File: src/rtl/irq_source_unit_pkg.sv
// irq_source_unit_pkg: bus offsets, interrupt cause codes and FSM encoding shared by the interrupt source block.
package irq_source_unit_pkg;
  localparam logic [4:0] ADDR_MSIP    = 5'h00;
  localparam logic [4:0] ADDR_CMP_LO  = 5'h04;
  localparam logic [4:0] ADDR_CMP_HI  = 5'h08;
  localparam logic [4:0] ADDR_TIME_LO = 5'h0C;
  localparam logic [4:0] ADDR_TIME_HI = 5'h10;
  localparam logic [30:0] CODE_MSI = 31'd3;
  localparam logic [30:0] CODE_MTI = 31'd7;
  localparam logic [30:0] CODE_MEI = 31'd11;
  localparam logic IRQ_BIT = 1'b1;
  typedef enum logic [1:0] {
    ST_IDLE    = 2'd0,
    ST_REQ     = 2'd1,
    ST_SERVICE = 2'd2
  } state_t;
endpackage

File: src/rtl/irq_sync2.sv
// irq_sync2: two-flop synchroniser for an asynchronous level input.
module irq_sync2 (
  input  logic clk,
  input  logic rst,
  input  logic i_d,
  output logic o_q
);
  logic [1:0] r_s;
  always_ff @(posedge clk or negedge rst)
    if (!rst) r_s <= '0;
    else      r_s <= {r_s[0], i_d};
  assign o_q = r_s[1];
endmodule

File: src/rtl/irq_source_unit.sv
// irq_source_unit: msip/mtime/mtimecmp registers plus a prioritised, cause-tagged
// machine interrupt request tracked through acknowledge and mret.
module irq_source_unit
  import irq_source_unit_pkg::*;
#(
  parameter int TICK_DIV = 1
) (
  input  logic        clk,
  input  logic        rst,
  input  logic [4:0]  bus_addr,
  input  logic        bus_we,
  input  logic        bus_re,
  input  logic [31:0] bus_wdata,
  output logic [31:0] bus_rdata,
  input  logic        ext_irq,
  input  logic        mie_global,
  input  logic [2:0]  mie_mask,
  output logic        interrupt,
  output logic [31:0] irq_cause,
  input  logic        irq_ack,
  input  logic        mret
);
  logic        r_msip;
  logic [63:0] r_mtime;
  logic [63:0] r_mtimecmp;
  logic [15:0] r_presc;
  state_t      r_state;
  logic        w_meip;
  logic        w_tick;
  logic        w_wr_tlo;
  logic        w_wr_thi;
  logic        w_eligible;
  logic [2:0]  w_pend;
  logic [31:0] w_cause;
  logic [31:0] w_rd;

  irq_sync2 u_sync (
    .clk (clk),
    .rst (rst),
    .i_d (ext_irq),
    .o_q (w_meip)
  );

  assign w_tick     = r_presc == 16'(TICK_DIV - 1);
  assign w_wr_tlo   = bus_we && bus_addr == ADDR_TIME_LO;
  assign w_wr_thi   = bus_we && bus_addr == ADDR_TIME_HI;
  assign w_pend     = {w_meip, r_mtime >= r_mtimecmp, r_msip} & mie_mask;
  assign w_eligible = mie_global && |w_pend;
  // Priority external > software > timer, regardless of bit order in the mask.
  assign w_cause = w_pend[2] ? {IRQ_BIT, CODE_MEI} :
                   w_pend[0] ? {IRQ_BIT, CODE_MSI} : {IRQ_BIT, CODE_MTI};
  assign w_rd = bus_addr == ADDR_MSIP    ? {31'b0, r_msip}    :
                bus_addr == ADDR_CMP_LO  ? r_mtimecmp[31:0]  :
                bus_addr == ADDR_CMP_HI  ? r_mtimecmp[63:32] :
                bus_addr == ADDR_TIME_LO ? r_mtime[31:0]     :
                bus_addr == ADDR_TIME_HI ? r_mtime[63:32]    : 32'b0;

  always_ff @(posedge clk or negedge rst)
    if (!rst) begin
      r_msip     <= 1'b0;
      r_mtimecmp <= '1;
      r_mtime    <= '0;
      r_presc    <= '0;
      bus_rdata  <= '0;
    end else begin
      if (bus_re) bus_rdata <= w_rd;
      if (bus_we && bus_addr == ADDR_MSIP) r_msip <= bus_wdata[0];
      if (bus_we && bus_addr == ADDR_CMP_LO) r_mtimecmp[31:0] <= bus_wdata;
      if (bus_we && bus_addr == ADDR_CMP_HI) r_mtimecmp[63:32] <= bus_wdata;
      // A software write to either mtime half beats a same-cycle increment.
      if (w_wr_tlo || w_wr_thi) begin
        if (w_wr_tlo) r_mtime[31:0] <= bus_wdata;
        if (w_wr_thi) r_mtime[63:32] <= bus_wdata;
        r_presc <= '0;
      end else if (w_tick) begin
        r_mtime <= r_mtime + 64'd1;
        r_presc <= '0;
      end else begin
        r_presc <= r_presc + 16'd1;
      end
    end

  always_ff @(posedge clk or negedge rst)
    if (!rst) begin
      r_state   <= ST_IDLE;
      interrupt <= 1'b0;
      irq_cause <= '0;
    end else begin
      case (r_state)
        ST_IDLE:
          if (w_eligible) begin
            r_state   <= ST_REQ;
            interrupt <= 1'b1;
            irq_cause <= w_cause;
          end
        ST_REQ:
          if (irq_ack) begin
            r_state   <= ST_SERVICE;
            interrupt <= 1'b0;
          end else if (!w_eligible) begin
            r_state   <= ST_IDLE;
            interrupt <= 1'b0;
          end
        ST_SERVICE:
          if (mret) r_state <= ST_IDLE;
        default: begin
          r_state   <= ST_IDLE;
          interrupt <= 1'b0;
        end
      endcase
    end
endmodule

File: config.mk
export PLATFORM = sky130hd
export DESIGN_NAME = irq_source_unit
export DESIGN_NICKNAME = d
export VERILOG_FILES = /design/src/rtl/irq_source_unit_pkg.sv /design/src/rtl/irq_sync2.sv /design/src/rtl/irq_source_unit.sv
export SDC_FILE = /design/constraint.sdc
export NUM_CORES = 1
export LEC_CHECK = 0
export CAP_MARGIN = 10
export CORE_ASPECT_RATIO = 0.7
export CORE_UTILIZATION = 30
export DETAILED_ROUTE_END_ITERATION = 7
export PLACE_DENSITY = 0.58
export SLEW_MARGIN = 0
export SYNTH_ARGS = -nofsm -noshare
export SYNTH_HDL_FRONTEND = slang
export SYNTH_SLANG_ARGS = --single-unit
File: constraint.sdc
create_clock -name clk -period 3.2 [get_ports clk]
set_input_delay 0.64 -clock clk [delete_from_list [all_inputs] [get_ports clk]]
set_output_delay 0.64 -clock clk [all_outputs]
set_load 0.05 [all_outputs]
; Word-level counts from Yosys, hierarchy flattened
; Index checks and enable logic that the tools add are counted.
[op_classes]
addsub = 2
magnitude_cmp = 1
n_eq_ne = 11
muxes = 22
bitwise_logic = 2
reduce_logical = 17
[ops]
columns = op, count
row1 = 32-bit 2-to-1 mux, 7
row2 = 64-bit 2-to-1 mux, 2
row3 = 64-bit by 1-bit adder with 64-bit output (second input constant), 1
row4 = 64-bit greater-or-equal comparator, 1
row5 = 16-bit 2-to-1 mux, 2
row6 = 16-bit by 1-bit adder with 16-bit output (second input constant), 1
row7 = 16-bit zero test, 1
row8 = 5-bit by 4-bit == test with 1-bit output (second input constant), 2
row9 = 2-bit 2-to-1 mux, 4
row10 = 2-bit inequality test (second input constant), 4
row11 = 1-bit logical AND, 6
row12 = 2-bit case mux with 3 select lines, 1
row13 = 2-bit AND reduction, 3
row14 = 3-bit AND reduction, 2
row15 = 5-bit by 3-bit == test with 1-bit output (second input constant), 1
row16 = 5-bit == test (second input constant), 1
row17 = 5-bit zero test, 1
row18 = 4-bit 2-to-1 mux, 1
row19 = 3-bit bitwise AND, 1
row20 = 1-bit 2-to-1 mux, 3
row21 = 3-bit 2-to-1 mux, 1
row22 = 3-bit inequality test (second input constant), 1
row23 = 1-bit case mux with 3 select lines, 1
row24 = 3-bit OR reduction, 1
row25 = other kinds (6), 6
[word_totals]
regBits = 214
output_inout_bits = 65
wordCells = 66

; Depth between registers and ports, before layout
; Gate-level depths: netlist of run 1.
[logic_depth]
depth_word = 7
mapped_depth = 10
depth_no_buf = 9

; Modules after synthesis
; From an unflattened synthesis of run 1, not the netlist that was laid out.
[hier_totals]
hier_cells = 1224
area_unflattened_um2 = 11237.0
[modules_own_cells]
columns = module, instances, cells_each, area_each_um2
row1 = irq_source_unit, 1, 1222, 11187.0
row2 = irq_sync2, 1, 2, 50.0

; Least setup slack after synthesis of run 1
; No wires, ideal clock.
[synth_path]
path_kind = register -> register
startpoint = reg r_mtimecmp[9]
endpoint = reg interrupt
setup_ps = 120
t_arrival_ps = 2641
required_ps = 3080
slack_ps = 439
path_stages_with_launch = 10
path_buffers = 0
cell_sequence = dfstp_2 -> inv_1 -> ha_1 -> a21o_1 -> a21o_1 -> a221o_1 -> a211o_1 -> a221o_1 -> or3_1 -> a41o_1
[synth_between]
elab_chain_cells = 6
[synth_rtl]
columns = element, line_no
row1 = start: declaration, irq_source_unit.sv:25  ; logic [63:0] r_mtimecmp;
row2 = start signal: assignment, irq_source_unit.sv:68  ; if (bus_we && bus_addr == ADDR_CMP_LO) r_mtimecmp[31:0] <= bus_wdata;
row3 = 64-bit greater-or-equal comparator (*), irq_source_unit.sv:47  ; assign w_pend = {w_meip, r_mtime >= r_mtimecmp, r_msip} & mie_mask;
row4 = 3-bit bitwise AND (*), irq_source_unit.sv:47
row5 = 3-bit OR reduction (*), irq_source_unit.sv:48  ; assign w_eligible = mie_global && |w_pend;
row6 = 1-bit logical AND (*), irq_source_unit.sv:48
row7 = 3-bit inequality test (no line) or 2-bit inequality test (tied branches), --
row8 = 3-bit AND reduction (no line) (*), --
row9 = end signal: assignment, irq_source_unit.sv:86  ; interrupt <= 1'b0;
row10 = end signal: assignment, irq_source_unit.sv:93  ; interrupt <= 1'b1;
row11 = end signal: assignment, irq_source_unit.sv:99  ; interrupt <= 1'b0;
row12 = end: declaration, irq_source_unit.sv:18  ; output logic interrupt,
; Every way passes the cells marked *; elsewhere a longest branch is shown, timed or not.
; A chain may end at the register's enable or synchronous reset.

; Final worst setup path of run 1
; Ends and elaborated chain as after synthesis.

==> impl_metrics.ini, run 1 <==
[layout]
fin_nets = 1431
multi_input_area_um2 = 5870
final_area_um2 = 13400
antenna-diode-count = 0
seqCellArea_um2 = 4710
drive_above_1_share_pct = 16.9
syn2layout_area_growth_pct = 19.3
fillers = 3625
finalNonFillerCells = 1809

[routing]
dr.pass1.iters = 6
drt-initial-drc-count = 1187
routed_wl_um = 34300
drc = 0
wl_per_cell_um = 19.0
vias = 9814
ant_nets = 0
vias_per_cell = 5.43

[clocking]
cts.sinks = 185
clkTransAtPathRegs_ns = 0.07
htreeDepth = 4
cts_root_buffer = clkbuf_16
clk_latency_ns = 0.46
tritoncts = yes
cts_buffers = 17
ctsLongestPathBuffers = 2
cts_hold_buf = 0

[synth]
synth_edf_count = 0
synth_warnings = 0
netlist_area_um2 = 11200
ys_types = 67
synth_flop_cell = dfrtp_1
syn_inst = 1234
synth_seq_cells = 185
synth_seq_area_share_pct = 42.0
synth_area_leaders = dfrtp_1 27%, dfstp_2 15%, ha_1 7.5%
synthArstFlopShare_pct = 100
yosys.area.top_type_share_pct = 27.0
yosys.area.top_type = dfrtp_1
avgSynthCellArea_um2 = 9.09

[run_status]
outcome = finished, final reports clean

[die]
core-area_um2 = 36400
rows = 58
io-pin-count = 113
fp.dieH_um = 164
die_area_um2 = 38200
start_util_pct = 30.9
die_w_um = 233

[grt]
grt.total_usage_pct = 18.4
use_met2_pct = 25.0
met3_usage_pct = 4.58
grt_overflow = 0
top_usage_layer = met1
use_met1_pct = 28.6
antenna_found_initial = 0
grt_pass1_wl_um = 53700
grt_pass1_vias = 9169
grt_max_degree = 85

[placed_design]
post-place-cells = 1777
dp_hpwl_um = 25500
gp_congestion = 0.858
io_buffers = 85
post_dp_cell_area_um2 = 12700

[sta]
slew_headroom_pct = 49.5
final-max-slew-violation-count = 0
finalHoldViolations = 0
max_freq_mhz = 322
grt_setup_unrepaired = false
min_period_ns = 3.11
clock_skew_ns = 0.0163
tightest_slew_ns = 0.750
finalCritPeriodShare_pct = 97.2
finalSetupViolCount = 0
setup-tns-final_ns = 0

[power]
powerDensity_nw_per_um2 = 590
worst_ir_drop_vdd_v = 0.000407
leakage_nw = 5.62
p_total_mw = 7.89

[setup_path]
rr_worst_depth = 9
r2r-end = interrupt
start_kind = flop
worstPathRequired_ns = 3.53
r2r-start = r_mtimecmp[9]
reg2reg_slack_ns = 0.09
crit_fanout = 3
crit_arrival_ns = 3.44
path_class = flop to flop
cp-end-kind = flop

[flow_run]
drv_cap = 0

[hold_path]
hp-class = input port to asynchronous set/reset pin
## layout by cell type, fill, tap and decap left out, drive strengths merged, types with 6 or more instances in the layout
master / synthesis / final
a222oi: 31 / 31
xor2: 11 / 11
dfstp: 64 / 64
nor3: 16 / 16
inv: 80 / 80
or2: 6 / 6
mux2: 66 / 66
nand4: 21 / 21
and3: 15 / 15
buf: 45 / 48
nor2: 110 / 110
a21oi: 149 / 149
a31oi: 11 / 11
o21ai: 82 / 82
a21o: 8 / 8
clkdlybuf4s50: 0 / 82
nor4: 10 / 10
conb: 1 / 27
nand3: 49 / 49
o21a: 9 / 9
clkbuf: 49 / 25
dfrtp: 121 / 121
ha: 67 / 67
o22ai: 26 / 26
nand2: 102 / 102
o22a: 15 / 15
## synth_stat cells (15+ instances only)
cell,n
o22a_1,15
dfstp_2,64
dfrtp_1,121
nand4_1,20
mux2_2,66
ha_1,67
buf_4,29
a222oi_1,31
clkbuf_1,49
o22ai_1,26
nand2_1,102
nor2_1,110
nand3_1,48
nor3_1,15
and3_1,15
a21oi_1,149
inv_1,80
o21ai_0,80
## layer usage
layer | part of all wire (%) | vias to the layer above
li1 | - | 4625
met1 | 51 | 4797
met2 | 40 | 368
met3 | 7.9 | 24
met4 | 1.0 | 0
met5 | 0 | -
## what timing repair did
item / 4_1_cts / 5_1_grt
resized for setup: 0 / 1
buffers inserted: 0 / 0
setup endpoints to repair: 0 / 3
## registers in the layout (all words and copies together) (netlist names)
register    count
r_mtime        64
r_presc        16
u_sync.r_s      2
interrupt       1
r_msip          1
r_mtimecmp     64
irq_cause       3
bus_rdata      32
r_state         2
## layout make-up
type / count / area share (%)
multi-input combinational: 901 / 43.8
sequential: 185 / 35.2
timing repair buffer: 131 / 9.45
tap: 480 / 4.49
clock buffer: 24 / 3.52
inverter: 80 / 2.24
clock inverter: 8 / 1.26
## critical path, cell delays in order, from the launching register on
cell and delay [ns]:
dfstp_2 0.55, inv_1 0.05, ha_1 0.28, a21o_1 0.18
a21o_1 0.18, a221o_1 0.43, a211o_1 0.33, a221o_1 0.37
or3_1 0.39, a41o_1 0.24
## worst max path at each step
stage	start	endpoint	slack (ns)	depth (start not counted)
4_1_cts	r_mtimecmp[61]	interrupt	0.09	9
3_3_place_gp	mie_mask[2]	irq_cause[1]	-0.03	8
3_5_place_dp	mie_mask[2]	interrupt	-0.09	8
5_1_grt	r_mtime[0]	interrupt	0.01	9
6_report	r_mtimecmp[9]	interrupt	0.09	9
2_1_floorplan	r_mtimecmp[9]	interrupt	0.44	9
## kinds of logic after synthesis
family	Yosys count	share of synthesized area (%)
DFF	185	42.0
AOI/OAI and AO/OA	375	20.9
adders and majority gates	67	7.47
xor gates and xnor gates	14	1.09
buffers and inverters	174	6.85
muxes	67	6.71
other	1	0.0334
and+or+nand+nor	351	15.0
## metrics by stage
step / hold slack (ns) / setup slack (ns) / util [%]
after CTS: 0.253 / 0.0908 / 36.8
after detailed placement: 0.348 / -0.0895 / 35.0
final: 0.225 / 0.0899 / 36.8
after global placement: 0.336 / -0.0288 / 35.0
after global routing: 0.270 / 0.0133 / 36.8
after floorplan: 0.331 / 0.439 / -
## power by group
group / internal (mW) / switching (mW)
Sequential: 2.87 / 0.456
Combinational: 0.871 / 1.31
Clock: 1.43 / 0.949
Power figures use the tool's default switching activity.
==> run 2, diff against run 1 <==
- CORE_UTILIZATION: 30 -> 25
- PLACE_DENSITY: 0.58 -> 0.52
==> run 2 against run 1 <==
Register-to-register slack barely moved. Highest routed layer unchanged. Critical endpoint unchanged. Clock-buffer cell count is 7 lower. Worst setup slack improved by 0.0080 ns. Combinational power increased by 5%. Clock power fell by 8%. Largest cell class unchanged. Critical path depth stayed put. First-iteration DRC count decreased by 7.8%. Sequential share of layout area is 0.52 points lower.
==> impl_metrics.ini, run 2 (synthesis results as in run 1) <==
[setup_path]
cp-end-kind = flop
crit_end = interrupt
crit_fanout = 3
crit_arrival_ns = 3.46
path_class = flop to flop
startpoint = r_mtimecmp[9]
worstPathRequired_ns = 3.56
r2r-start = r_mtimecmp[9]
start_kind = flop
rr_worst_depth = 9
r2r-end = interrupt
reg2reg_slack_ns = 0.1

[placed_design]
gp_congestion = 0.850
pre_cts_ws_ns = 0.0248
post-place-cells = 1904
dp_hpwl_um = 27100
io_buffers = 85

[hold_path]
hp-class = input port to asynchronous set/reset pin

[power]
p_clk_share_pct = 28.2
p_switching_mw = 2.89
pwr-share-seq_pct = 42.6
p_int_mw = 4.89
p_sw_share_pct = 37.2
power.share.combinational_pct = 29.3
leakage_nw = 5.67
worst_ir_drop_vdd_v = 0.000401
powerDensity_nw_per_um2 = 572

[routing]
wl_per_cell_um = 18.8
drt-initial-drc-count = 1094
routed_wl_um = 36300
dr.pass1.iters = 7
drc = 0
ant_nets = 0
vias_per_cell = 5.08
vias = 9828

[layout]
syn2layout_area_growth_pct = 21.1
finalNonFillerCells = 1936
layout_commonest_cell = a21oi_1
antenna-diode-count = 0
reg_top3 = r_mtime: 64 flops, r_mtimecmp: 64 flops, bus_rdata: 32 flops
layout_common_cells = 149 x a21oi_1, 121 x dfrtp_1, 110 x nor2_1, 102 x nand2_1, 82 x clkdlybuf4s50_1
fin_nets = 1444
drive_above_1_share_pct = 18.0
final_core_util_pct = 30.9
fillers = 4553

[grt]
grt_pass1_wl_um = 56600
grt.total_usage_pct = 16.4
grt_overflow = 0
grt_max_degree = 63
grt_pass1_vias = 9407
antenna_found_initial = 0

[die]
die_w_um = 255
io-pin-count = 113
fp.dieH_um = 179
rows = 64
die_area_um2 = 45700
core-area_um2 = 44000
start_util_pct = 25.5

[sta]
slew_headroom_pct = 48.5
clock_skew_ns = 0.0156
tightest_slew_ns = 0.765
final-max-slew-violation-count = 0
max_freq_mhz = 322
grt_setup_unrepaired = false
finalHoldViolations = 0
finalCritPeriodShare_pct = 96.9
setup-tns-final_ns = 0
fin_ws_ns = 0.0979
finalSetupViolCount = 0
min_period_ns = 3.10

[clocking]
clkTransAtPathRegs_ns = 0.08
cts_root_buffer = clkbuf_16
tritoncts = yes
cts_hold_buf = 0
ctsLongestPathBuffers = 2
htreeDepth = 4
postCtsSetupRepairBufs = 0
cts_resized = 0
cts_buffers = 17
clk_latency_ns = 0.46
cts.sinks = 185

[run_status]
outcome = finished, final reports clean

[flow_run]
drv_cap = 0
==> run 2: cell count changes in the layout (fill, tap and decap cells not counted), moves of 2 or more <==
| cell | delta |
|---|---|
| inv_8 | +2 |
| bufinv_16 | -4 |
| buf_4 | +11 |
| inv_6 | +6 |
| clkbuf_1 | -5 |
| buf_12 | +2 |
| clkbuf_8 | -2 |
==> run 2: cell type report <==
type,instances,area [µm²],area share [%]
clock buffer,17,425,3.13
inverter,80,300,2.21
sequential,185,4710,34.7
timing repair buffer,144,1390,10.2
multi-input combinational,901,5860,43.2
clock inverter,15,156,1.15
tap,594,743,5.47
==> run 2: worst min-delay path by stage <==
stage	start	to	slack [ns]	cells past startpoint
3_3_place_gp	u_sync.r_s[0]	u_sync.r_s[1]	0.33	0
3_5_place_dp	u_sync.r_s[0]	u_sync.r_s[1]	0.34	0
4_1_cts	rst	bus_rdata[12]	0.18	1
6_report	rst	bus_rdata[12]	0.16	1
2_1_floorplan	u_sync.r_s[0]	u_sync.r_s[1]	0.33	0
5_1_grt	rst	bus_rdata[11]	0.21	1
==> run 2: through the flow <==
stage          power (mW)  area [µm²]  hold slack [ns]
2_1_floorplan        4.74       11300            0.331
3_3_place_gp         5.54       13000            0.333
3_5_place_dp         5.59       13000            0.336
4_1_cts              7.81       13600            0.184
5_1_grt              8.26       13600            0.205
6_report             7.78       13600            0.158
==> run 2: power by group through the flow <==
stage / clock network [mW] / logic, mW / registers, mW
final: 2.19 / 2.28 / 3.31
after global routing: 2.35 / 2.53 / 3.37
after CTS: 2.24 / 2.27 / 3.30
after detailed placement: 0 / 2.25 / 3.34
after global placement: 0 / 2.21 / 3.32
after floorplan: 0 / 1.34 / 3.40
==> run 2: metal layers <==
layer  vias up  track usage, %  part of all wire [%]
li1       4648               -                     -
met1      4835            25.6                    53
met2       321            21.8                    39
met3        24            4.01                   7.6
met4         0            3.77                   1.1
met5         -               0                     0
==> run 2: worst max-delay path: stages, from the launching register on <==
cell and delay, ns:
dfstp_2 0.54, inv_1 0.04, ha_1 0.28, a21o_1 0.19, a21o_1 0.18, a221o_1 0.42
a211o_1 0.33, a221o_1 0.38, or3_1 0.39, a41o_1 0.24
==> run 3, diff against run 2 <==
- CORE_UTILIZATION: 25 -> 30
- CTS_CLUSTER_DIAMETER: default -> 100
- PLACE_DENSITY: 0.52 -> 0.58
- SKIP_CTS_REPAIR_TIMING: default -> 1
==> results of run 3 <==
No change in the layout: final DEF, timing and power equal those of run 1.
